`src/rtl/pe_operand_loader.sv`:
```
// pe_operand_loader
//   Feeds the pe_8x4_16bit compute array from a single DW-bit word stream.
//   After a load_w pulse, NIN*NOUT words fill the weight bank (WEIGHT), then
//   the loader runs continuously, gathering NIN-word data vectors into a
//   shadow buffer and committing each complete vector to DATA with a
//   one-cycle ce pulse. Because of the shadow buffer, the next vector can
//   stream in while the PE works on the current one.
//
// Ports
//   clk       in   rising-edge clock
//   rst       in   synchronous reset, active-high
//   s_data    in   stream word
//   s_valid   in   stream word valid
//   s_ready   out  loader accepts word (transfer on s_valid & s_ready)
//   load_w    in   single-cycle pulse: (re)load the weight bank
//   hold      in   PE busy: back-pressures only the vector-completing word
//   DATA      out  DW*NIN data vector, word i at [i*DW +: DW]
//   WEIGHT    out  DW*NIN*NOUT weight bank, word k at [k*DW +: DW]
//   ce        out  one-cycle pulse aligned with newly committed DATA
//   w_loaded  out  weight bank complete and valid
//   vec_cnt   out  (only with PE_LOADER_VECCNT_EN) ce pulses since the last
//                  weight-bank completion, saturating at 16'hFFFF
//
// Optional feature macro: PE_LOADER_VECCNT_EN
module pe_operand_loader #(
  parameter int DW   = 16,
  parameter int NIN  = 8,
  parameter int NOUT = 4
) (
  input  logic                   clk,
  input  logic                   rst,
  input  logic [DW-1:0]          s_data,
  input  logic                   s_valid,
  output logic                   s_ready,
  input  logic                   load_w,
  input  logic                   hold,
  output logic [DW*NIN-1:0]      DATA,
  output logic [DW*NIN*NOUT-1:0] WEIGHT,
  output logic                   ce,
  output logic                   w_loaded
`ifdef PE_LOADER_VECCNT_EN
  ,
  output logic [15:0]            vec_cnt
`endif
);

  localparam int NW  = NIN * NOUT;
  localparam int WCW = $clog2(NW);
  localparam int DCW = $clog2(NIN);
  localparam logic [WCW-1:0] WC_LAST = WCW'(NW - 1);
  localparam logic [DCW-1:0] DC_LAST = DCW'(NIN - 1);

  typedef enum logic [1:0] {
    ST_IDLE   = 2'd0,
    ST_LOAD_W = 2'd1,
    ST_RUN    = 2'd2
  } state_t;

  state_t                   state_r;
  state_t                   next_state_s;
  logic [WCW-1:0]           wc_r;
  logic [DCW-1:0]           dc_r;
  // Slot NIN-1 never lands in the shadow: the completing word goes
  // straight into DATA.
  logic [DW*(NIN-1)-1:0]    shadow_r;
  logic [DW*NIN-1:0]        data_r;
  logic [DW*NW-1:0]         weight_r;
  logic                     ce_r;
  logic                     w_loaded_r;
  logic                     s_ready_s;
  logic                     xfer_s;
  logic                     w_done_s;
  logic                     commit_s;

  assign xfer_s   = s_valid & s_ready_s;
  // Last weight word accepted: bank complete.
  assign w_done_s = (state_r == ST_LOAD_W) & xfer_s & (wc_r == WC_LAST);
  // Vector-completing word accepted; load_w in RUN always wins over a commit.
  assign commit_s = (state_r == ST_RUN) & ~load_w & xfer_s & (dc_r == DC_LAST);

  // Stream handshake: only the vector-completing word sees hold, and a
  // load_w in RUN refuses the word so the abandoned vector cannot complete.
  always_comb begin
    s_ready_s = 1'b0;
    case (state_r)
      ST_IDLE:   s_ready_s = 1'b0;
      ST_LOAD_W: s_ready_s = 1'b1;
      ST_RUN:    s_ready_s = ~load_w & ~(hold & (dc_r == DC_LAST));
      default:   s_ready_s = 1'b0;
    endcase
  end

  // Next-state logic.
  always_comb begin
    next_state_s = state_r;
    case (state_r)
      ST_IDLE: begin
        if (load_w) next_state_s = ST_LOAD_W;
        else        next_state_s = ST_IDLE;
      end
      ST_LOAD_W: begin
        if (w_done_s) next_state_s = ST_RUN;
        else          next_state_s = ST_LOAD_W;
      end
      ST_RUN: begin
        if (load_w) next_state_s = ST_LOAD_W;
        else        next_state_s = ST_RUN;
      end
      default: next_state_s = ST_IDLE;
    endcase
  end

  // State register.
  always_ff @(posedge clk) begin
    if (rst) state_r <= ST_IDLE;
    else     state_r <= next_state_s;
  end

  // Counters, weight bank, shadow buffer and output registers.
  always_ff @(posedge clk) begin
    if (rst) begin
      wc_r       <= '0;
      dc_r       <= '0;
      shadow_r   <= '0;
      data_r     <= '0;
      weight_r   <= '0;
      ce_r       <= 1'b0;
      w_loaded_r <= 1'b0;
    end else begin
      ce_r <= 1'b0;
      case (state_r)
        ST_IDLE: begin
          if (load_w) wc_r <= '0;
        end
        ST_LOAD_W: begin
          if (xfer_s) begin
            weight_r[wc_r*DW +: DW] <= s_data;
            if (wc_r == WC_LAST) begin
              wc_r       <= '0;
              dc_r       <= '0;
              w_loaded_r <= 1'b1;
            end else begin
              wc_r <= wc_r + WCW'(1);
            end
          end
        end
        ST_RUN: begin
          if (load_w) begin
            // Abandon any partial vector; the shadow is simply overwritten later.
            dc_r       <= '0;
            wc_r       <= '0;
            w_loaded_r <= 1'b0;
          end else if (xfer_s) begin
            if (dc_r == DC_LAST) begin
              data_r <= {s_data, shadow_r};
              dc_r   <= '0;
              ce_r   <= 1'b1;
            end else begin
              shadow_r[dc_r*DW +: DW] <= s_data;
              dc_r <= dc_r + DCW'(1);
            end
          end
        end
        default: begin
          wc_r <= '0;
          dc_r <= '0;
        end
      endcase
    end
  end

`ifdef PE_LOADER_VECCNT_EN
  logic [15:0] vec_cnt_r;

  // Vectors issued since the weight bank last completed, saturating.
  always_ff @(posedge clk) begin
    if (rst)                                      vec_cnt_r <= 16'h0000;
    else if (w_done_s)                            vec_cnt_r <= 16'h0000;
    else if (commit_s && vec_cnt_r != 16'hFFFF)   vec_cnt_r <= vec_cnt_r + 16'h0001;
    else                                          vec_cnt_r <= vec_cnt_r;
  end

  assign vec_cnt = vec_cnt_r;
`endif

  assign s_ready  = s_ready_s;
  assign DATA     = data_r;
  assign WEIGHT   = weight_r;
  assign ce       = ce_r;
  assign w_loaded = w_loaded_r;

endmodule

```
`config.mk`:
```
export PLATFORM = sky130hd
export DESIGN_NAME = pe_operand_loader
export DESIGN_NICKNAME = d
export VERILOG_FILES = /design/src/rtl/pe_operand_loader.sv
export SDC_FILE = /design/constraint.sdc
export NUM_CORES = 1
export LEC_CHECK = 0
export ABC_AREA = 0
export CORE_AREA = 2 2 262 264
export CTS_CLUSTER_SIZE = 16
export DETAILED_ROUTE_END_ITERATION = 8
export DIE_AREA = 0 0 264 266
export PLACE_DENSITY = 0.8
export SLEW_MARGIN = 0
export SYNTH_ARGS = -nofsm -noshare
export SYNTH_HDL_FRONTEND = slang
export SYNTH_SLANG_ARGS = --single-unit
```
`constraint.sdc`:
```
create_clock -name clk -period 4.1 [get_ports clk]
set_input_delay 0.82 -clock clk [delete_from_list [all_inputs] [get_ports clk]]
set_output_delay 0.82 -clock clk [all_outputs]
set_load 0.05 [all_outputs]
```
==> impl_metrics.env, run 1 <==
export IMPL_outcome="completed"
export IMPL_die_h_um=266
export IMPL_end_kind="output pin"
export IMPL_p_leak_nw=14.8
export IMPL_cp_required_ns=3.28
export IMPL_synth_warnings=0
export IMPL_synth_enable_flop_cells=0
export IMPL_clock_latency_ns=0.62
export IMPL_ys_seq_area_share_pct=51.7
export IMPL_final_period_utilization_pct=87.4
export IMPL_synthAdderAreaFrac_pct=0.634
export IMPL_maxSlewHeadroom_pct=22.5
export IMPL_fin_worst_skew_ns=0.0348
export IMPL_grt_max_degree=159
export IMPL_worst_path_buf_inv=2
export IMPL_cp_start_kind="input port"
export IMPL_area_delta_synth_final_pct=33.1
export IMPL_power_density_nw_per_um2=400
export IMPL_core_sq_um=67700
export IMPL_path_class="input port to output pin"
export IMPL_syn_avg_cell_area_sq_um=9.15
export IMPL_synth_xor_area_share_pct=0.118
export IMPL_gp_congestion=0.889
export IMPL_netlist_instances=3235
export IMPL_post_cts_buffers=0
export IMPL_synth_area_leaders="dfxtp_1, nand2_1, mux2i_1"
export IMPL_diodes=0
export IMPL_rows=96
export IMPL_worstPathCellList="clkdlybuf4s50_1 > nand2b_1 > a21oi_1 > o21a_1 > clkdlybuf4s50_1"
export IMPL_synth_compound_gate_area_share_pct=16.7
export IMPL_layout_cells_non_filler=4669
export IMPL_numClockSinks=764
export IMPL_synth_net_count=3271
export IMPL_finish_utilization_pct=58.2
export IMPL_hold_ws_ns=0.439
export IMPL_min_period_ns=3.58
export IMPL_grt_pass1_wl_mm=161
export IMPL_layout_setup_ws_ns=0.516
export IMPL_synth_distinct_cells=68
export IMPL_port_buffers=663
export IMPL_drv_slew=0
export IMPL_hold_viol=0
export IMPL_fin_total_pwr_mw=15.8
export IMPL_grt_pass1_vias=25500
export IMPL_final_cell_area_sq_um=39400
export IMPL_ant_nets=0
export IMPL_path_delay_family="buffers and inverters"
export IMPL_cts_resized_gates=0
export IMPL_synth_top_area_cell="dfxtp_1"
export IMPL_ys_ff_latch=764
export IMPL_hold_class="register to register"
export IMPL_tns_ns=0
export IMPL_cts_buffer_depth=3
export IMPL_place_area_sq_um=36600
export IMPL_ir_drop_uv=317
export IMPL_syn_cell_area_sq_um=29600
export IMPL_track_usage_pct=29.8
export IMPL_yosys_area_share_simple_pct=17.4
export IMPL_synth_top_area_share_pct=51.7
export IMPL_placedCellCount=4522
export IMPL_die_area_sq_um=70200
export IMPL_wl_per_cell_um=23.6
export IMPL_async_flop_share_pct=0
export IMPL_nets=3759
export IMPL_cpMaxStageDelayCell="clkdlybuf4s50_1"
export IMPL_critPathMaxFanout=8
export IMPL_critPathArrivalTime_ns=2.76
export IMPL_synth_ff_type="dfxtp_1"
export IMPL_tightestPinTransition_ns=1.16
export IMPL_cts_tree="yes"
export IMPL_overflow=0
export IMPL_die_x_um=264
export IMPL_path_clk_slew_ns=0.06
export IMPL_synth_common_cells="dfxtp_1, nand2_1, a21oi_1, nand3_1, mux2i_1"
export IMPL_slowest_delay_ns=0.81
export IMPL_rsz0062_at_grt="no"
export IMPL_synth_top_family_by_area="simple AND/OR/NAND/NOR gates"
export IMPL_root_buffer="clkbuf_16"
export IMPL_critPathMostFrequentCell="clkdlybuf4s50_1"
export IMPL_initial_utilization_pct=43.7
export IMPL_hpwl_mm=70.2
export IMPL_ctsHtreeMaxLevel=3
export IMPL_post_place_ws_ns=0.542
export IMPL_antenna_found_initial=1
export IMPL_totalWireLength_mm=110
export IMPL_numCtsBuffers=81
export IMPL_maxCapViolations=0
export IMPL_drt_first_pass_iters=6
export IMPL_vias_per_cell=5.82
export IMPL_num_io_pins=664
export IMPL_setup_viol=0
export IMPL_synth_most_common_cell="dfxtp_1"
export IMPL_hold_buffers=0
export IMPL_drive_gt1_share_pct=8.24
export IMPL_route_vias_total=27200
export IMPL_fmax_ghz=0.279
export IMPL_synth_mux_area_share_pct=8.25
export IMPL_drc=0
export IMPL_drt_iter0_markers=2659
-- worst reg2reg max path, stage by stage, from the launching register on --
cell and delay [ns]:
dfxtp_1 0.30, buf_4 0.18, inv_1 0.06, ha_1 0.26
nand2b_1 0.26, nor2_1 0.08, ha_1 0.35, buf_4 0.24
nor4_4 0.95, buf_4 0.37, nand3_1 0.11, mux2i_1 0.19
-- cell families after synthesis --
kind of cell | Yosys count
xor+xnor | 4
compound gates | 741
simple gates | 1113
fa+ha+maj | 15
mux | 244
flops | 764
buf+inv | 354
-- cell usage in the layout, fill, tap and decap left out, types with 5 or more instances in the layout --
cell type and instances:
nor3_1 5, clkdlybuf4s50_1 646, nand2_1 666, o31ai_1 21
bufinv_16 8, nand2_2 5, nor3_2 5, buf_2 16
o211ai_1 15, o21ai_0 88, and3_1 22, o311a_1 80
o31ai_2 10, clkinv_2 11, a31o_2 9, nor2_1 34
clkbuf_1 16, a31o_1 7, nand2b_1 38, dfxtp_1 764
buf_4 81, nor2b_1 8, clkbuf_16 82, nand3_1 246
a21oi_1 364, a41o_1 64, nand3_2 9, buf_12 5
nand4_1 23, inv_1 9, nor4_4 5, clkbuf_8 18
ha_1 15, a22o_1 62, mux2i_1 243, nor3_4 6
-- layout make-up --
type                            instances  area [sq um]
Clock inverter                         31           450
Clock buffer                          116          2360
Sequential cell                       764         15300
Timing Repair Buffer                  749          7270
Multi-Input combinational cell       2117         12900
Fill cell                            5644         28300
Tap cell                              882          1100
Inverter                               10          45.0
-- routing by layer --
layer / part of all wire [%] / routed length (um) / track usage, % / vias to the layer above
li1: - / - / - / 12300
met5: 0 / 0 / 0 / -
met3: 9.1 / 9990 / 7.17 / 301
met4: 5.3 / 5830 / 16.0 / 0
met1: 39 / 42600 / 36.5 / 13200
met2: 47 / 51700 / 48.5 / 1348
-- state kept, by name (all words and copies together), names as in the netlist --
| signal | flops |
|---|---|
| WEIGHT | 512 |
| DATA | 128 |
| shadow_r | 112 |
| wc_r | 5 |
| dc_r | 3 |
| state_r | 2 |
| ce | 1 |
| w_loaded | 1 |
-- path summary, 6_finish.rpt --
path | slack [ns] | to | cells past startpoint | from
max | 0.52 | s_ready | 5 | load_w
min | 0.44 | DATA[24] | 2 | shadow_r[24]
max reg2reg | 0.66 | WEIGHT[356] | 11 | wc_r[1]
min reg2reg | 0.44 | DATA[24] | 2 | shadow_r[24]
-- power by group --
group	switching [mW]	leakage [nW]	internal [mW]
Clock	3.14	1.37	4.55
Sequential	0.00399	6.15	7.43
Combinational	0.549	7.32	0.104
Total	3.69	14.8	12.1
No activity file was read; power rests on OpenSTA's default activity.
==> inputs of run 2 (changes only) <==
--- a/config.mk
+++ b/config.mk
@@ -10,6 +10,7 @@
 export CTS_CLUSTER_SIZE = 16
 export DETAILED_ROUTE_END_ITERATION = 8
 export DIE_AREA = 0 0 264 266
+export HOLD_SLACK_MARGIN = 0.03
 export PLACE_DENSITY = 0.8
 export SLEW_MARGIN = 0
 export SYNTH_ARGS = -nofsm -noshare
==> results of run 2 <==
No change in the layout: final DEF, timing and power equal those of run 1.
